[src/rtl/stack_arbiter.sv]
// Two-requester round-robin arbiter in front of a shared stack: one operation
// at a time, with full/empty rejection and a one-cycle ack/err handshake.
module stack_arbiter #(
    parameter int WIDTH_DATA = 16
) (
    input  logic                  clk,
    input  logic                  reset,
    input  logic                  req0,
    input  logic                  req1,
    input  logic                  op0,
    input  logic                  op1,
    input  logic [WIDTH_DATA-1:0] wdata0,
    input  logic [WIDTH_DATA-1:0] wdata1,
    output logic                  ack0,
    output logic                  ack1,
    output logic                  err0,
    output logic                  err1,
    output logic [WIDTH_DATA-1:0] rdata,
    output logic [1:0]            gnt,
    output logic                  stk_push,
    output logic                  stk_pop,
    output logic [WIDTH_DATA-1:0] stk_data_in,
    input  logic                  stk_full,
    input  logic                  stk_empty,
    input  logic [WIDTH_DATA-1:0] stk_data_out
);

    typedef enum logic [1:0] {
        IDLE,
        ISSUE,
        CAPTURE,
        DONE
    } state_t;

    state_t                state;
    state_t                state_next;

    logic                  win;
    logic                  win_op;
    logic [WIDTH_DATA-1:0] win_data;
    logic                  win_err;
    logic                  last;

    logic                  sel;
    logic                  sel_op;
    logic [WIDTH_DATA-1:0] sel_data;
    logic                  sel_rej;
    logic                  any_req;

    // Requester not granted last wins a tie; a lone requester wins outright.
    always_comb begin
        any_req  = req0 | req1;
        sel      = (req0 && req1) ? ~last : req1;
        sel_op   = sel ? op1 : op0;
        sel_data = sel ? wdata1 : wdata0;
        sel_rej  = sel_op ? stk_full : stk_empty;
    end

    always_comb begin
        state_next = state;
        case (state)
            IDLE:    if (any_req) state_next = sel_rej ? DONE : ISSUE;
            ISSUE:   state_next = win_op ? DONE : CAPTURE;
            CAPTURE: state_next = DONE;
            DONE:    state_next = IDLE;
            default: state_next = IDLE;
        endcase
    end

    always_ff @(posedge clk) begin
        if (reset) begin
            state    <= IDLE;
            win      <= 1'b0;
            win_op   <= 1'b0;
            win_data <= '0;
            win_err  <= 1'b0;
            last     <= 1'b1;
            rdata    <= '0;
        end else begin
            state <= state_next;
            if (state == IDLE && any_req) begin
                win      <= sel;
                win_op   <= sel_op;
                win_data <= sel_data;
                win_err  <= sel_rej;
            end
            if (state == CAPTURE) rdata <= stk_data_out;
            if (state == DONE) last <= win;
        end
    end

    // Handshake and stack strobes are pure decodes of the FSM state, so they
    // are zero in IDLE and therefore zero straight out of reset.
    always_comb begin
        ack0        = (state == DONE) && !win;
        ack1        = (state == DONE) && win;
        err0        = ack0 && win_err;
        err1        = ack1 && win_err;
        gnt         = (state == IDLE) ? 2'b00 : {win, ~win};
        stk_push    = (state == ISSUE) && win_op;
        stk_pop     = (state == ISSUE) && !win_op;
        stk_data_in = (state == ISSUE) ? win_data : '0;
    end

endmodule
[config.mk]
export PLATFORM = sky130hd
export DESIGN_NAME = stack_arbiter
export DESIGN_NICKNAME = d
export VERILOG_FILES = /design/src/rtl/stack_arbiter.sv
export SDC_FILE = /design/constraint.sdc
export NUM_CORES = 1
export LEC_CHECK = 0
export ABC_AREA = 0
export CAP_MARGIN = 20
export CORE_ASPECT_RATIO = 0.8
export CORE_MARGIN = 2
export CORE_UTILIZATION = 55
export CTS_CLUSTER_DIAMETER = 150
export DETAILED_ROUTE_END_ITERATION = 10
export DONT_BUFFER_PORTS = 1
export GPL_TIMING_DRIVEN = 0
export PLACE_DENSITY = 0.72
export SLEW_MARGIN = 10
export SYNTH_ARGS = -nofsm -noshare
export SYNTH_HDL_FRONTEND = slang
export SYNTH_SLANG_ARGS = --single-unit
[constraint.sdc]
create_clock -name clk -period 3.65 [get_ports clk]
set_clock_uncertainty 0.2 [all_clocks]
set_input_delay 0.1825 -clock clk [delete_from_list [all_inputs] [get_ports clk]]
set_output_delay 0.1825 -clock clk [all_outputs]
set_load 0.005 [all_outputs]
==> results.py <==
metrics = {
    "run_status": {
        "status": "completed",
    },
    "critical_path": {
        "cp_max_fo": 10,
        "slowest_delay_ns": 0.57,
        "slowest_stage": "dlygate4sd3_1",
        "crit_arrival_ns": 2.31,
        "cp_cell_sequence": "inv_1, ha_1, o21a_1, buf_2, nand3b_1, o221ai_1, dlygate4sd3_1",
        "crit_buf_inv": 3,
        "cp-start-kind": "flip-flop",
        "crit_path_end_kind": "flip-flop",
        "worstSetupPathType": "reg -> reg",
        "path_delay_family": "buffers and inverters",
        "cp_data_required_time_ns": 3.68,
    },
    "timing": {
        "slew-limit-headroom": 0.6811,
        "finalSetupViolCount": 0,
        "timing.hold.ws_ns": 0.04710,
        "hold_viol_final": 0,
        "period_share": 0.6258,
        "min_period_ns": 2.284,
        "worst-slew-pin-transition_ns": 0.4783,
        "rsz0062_at_grt": "no",
        "fin_setup_tns_ns": 0,
        "max_freq_ghz": 0.4378,
        "slew_viol_final": 0,
        "worst_slack_ns": 1.366,
    },
    "layout": {
        "final_common_cell": "dlygate4sd3_1",
        "diodes": 0,
        "final_cell_mix": "dlygate4sd3_1, nor2_1, dfxtp_1",
        "area_growth_pct": 36.90,
        "fin_nets": 302,
        "drive_gt1_frac": 0.07407,
    },
    "die": {
        "die_w_um": 67.37,
        "rows": 18,
        "fp.dieH_um": 54.69,
        "start_util": 0.5726,
        "ios": 96,
        "dieArea_um2": 3684,
        "core_area_um2": 3085,
    },
    "routing": {
        "dr.pass1.iters": 4,
        "drt_iter0_drc": 65,
        "drc_errors": 0,
        "routedWlPerCell_um": 15.82,
        "ant_nets": 0,
        "drt-vias-per-instance": 5.332,
        "wl_um": 4477,
        "route.vias.total": 1509,
    },
    "clock_network": {
        "clockRootBuffer": "clkbuf_8",
        "postCtsSetupBuffers": 0,
        "htreeDepth": 2,
        "clk_latency_ns": 0.28,
        "cts.repair.resized": 0,
        "numCtsBuffers": 5,
        "max-clock-path-buffers": 2,
        "cts_tree": "done",
        "hold_buffers": 51,
        "cts.clk_slew.worst_paths_ns": 0.07,
        "numClockSinks": 38,
    },
    "logic_synthesis": {
        "syn_area_per_cell_um2": 9.602,
        "synth_top_family_by_area": "multiplexers",
        "synth-xor-area-share": 0,
        "ys_top_cells_by_area": "dfxtp_1, mux2i_1, nor2_1",
        "ys.flop_type": "dfxtp_1",
        "ys_ff_latch": 38,
        "synth.top_cell.area_share": 0.4306,
        "synth_edf_count": 0,
        "synth_cell_types": 24,
        "syn-num-nets": 244,
        "syn-cell-area_um2": 1767,
        "yosysTopAreaCell": "dfxtp_1",
        "yosysSeqAreaShare": 0.4306,
        "synth_compound_area_frac": 0.1105,
        "yosys.area_share.simple": 0.1820,
        "muxShareOfSynthArea": 0.1997,
        "synthAdderAreaFrac": 0.02833,
        "ys_warn_count": 0,
        "synth_async_sr_flop_share": 0,
        "syn_inst": 184,
    },
    "power": {
        "p_leak_nw": 0.9567,
        "max-vdd-ir-drop_v": 0.0004439,
        "power_density_nw_per_um2": 631.9,
    },
    "global_routing": {
        "antenna_found_initial": 0,
        "grt_usage": 0.2483,
        "grt_pass1_vias": 1427,
        "grt_overflow": 0,
        "met3_usage": 0.06584,
        "grt_max_degree": 12,
        "grt_use_met1": 0.2837,
        "busiest_layer": "met2",
        "grt_util_met2": 0.4587,
        "grt_pass1_wl_um": 6624,
    },
    "placed_design": {
        "dpl_worst_slack_ns": 1.794,
        "globalplace.congestion": 0.6894,
        "place.port_buffers": 0,
        "dpl.hpwl_um": 2690,
    },
    "job": {
        "drv_cap": 0,
    },
    "hold_path": {
        "hold_class": "in -> reg",
    },
}
## stage by stage
step	cells	power [mW]	util	instance area (µm²)
finish	283	1.528	0.7839	2419
global route	283	1.637	0.7839	2419
CTS	283	1.517	0.7839	2419
detailed placement	224	1.167	0.5888	1817
global placement	224	1.138	0.5888	1817
floorplan	184	1.052	-	1767
## path summary, 6_finish.rpt
path / cells past startpoint / slack [ns] / start / end
worst max register to register: 7 / 1.37 / state[1]$_SDFFE_PP0P_ / state[1]$_SDFFE_PP0P_
worst max-delay path: 7 / 1.37 / state[1]$_SDFFE_PP0P_ / state[1]$_SDFFE_PP0P_
worst min-delay path: 2 / 0.05 / op0 / win_op$_SDFFE_PP0P_
worst min register to register: 1 / 0.29 / last$_SDFFE_PP1N_ / last$_SDFFE_PP1N_
## cells by family (layout without fill, tap and decap cells)
family,Yosys count,after routing
AOI/OAI and AO/OA,25,25
adders and majority gates,4,4
buffers and inverters,16,75
DFF,38,38
muxes,34,34
and+or+nand+nor,67,67
## layer usage
metal / vias to the layer above / share of wire
li1: 746 / -
met1: 691 / 0.43
met2: 66 / 0.50
met3: 6 / 0.063
met4: 0 / 0.011
met5: - / 0
## report_power, final
| part | leakage [nW] | internal (mW) | switching [mW] | total (mW) |
|---|---|---|---|---|
| combinational | 0.596 | 0.281 | 0.341 | 0.622 |
| clock | 0.0482 | 0.152 | 0.136 | 0.288 |
| sequential | 0.313 | 0.540 | 0.0788 | 0.619 |
## cell type report
class | instances | area, µm²
multi-input combinational | 130 | 919.6
sequential | 38 | 760.7
fill | 209 | 666.9
clock inverter | 1 | 5.005
clock buffer | 7 | 86.33
buffer | 13 | 75.07
inverter | 3 | 11.26
tap | 40 | 50.05
timing repair buffer | 51 | 510.5
## flip-flops by register name (all words and copies together) (netlist names)
signal	count
win_op	1
rdata	16
win	1
state	2
win_data	16
last	1
win_err	1
## cell usage after synthesis, types with 3 or more instances
cell type / count
a211oi_1: 18
ha_1: 4
mux2i_1: 33
inv_1: 3
nor2_1: 40
and2_1: 19
nor2b_1: 4
clkbuf_1: 5
dfxtp_1: 38
buf_2: 6
Power figures use the tool's default switching activity.
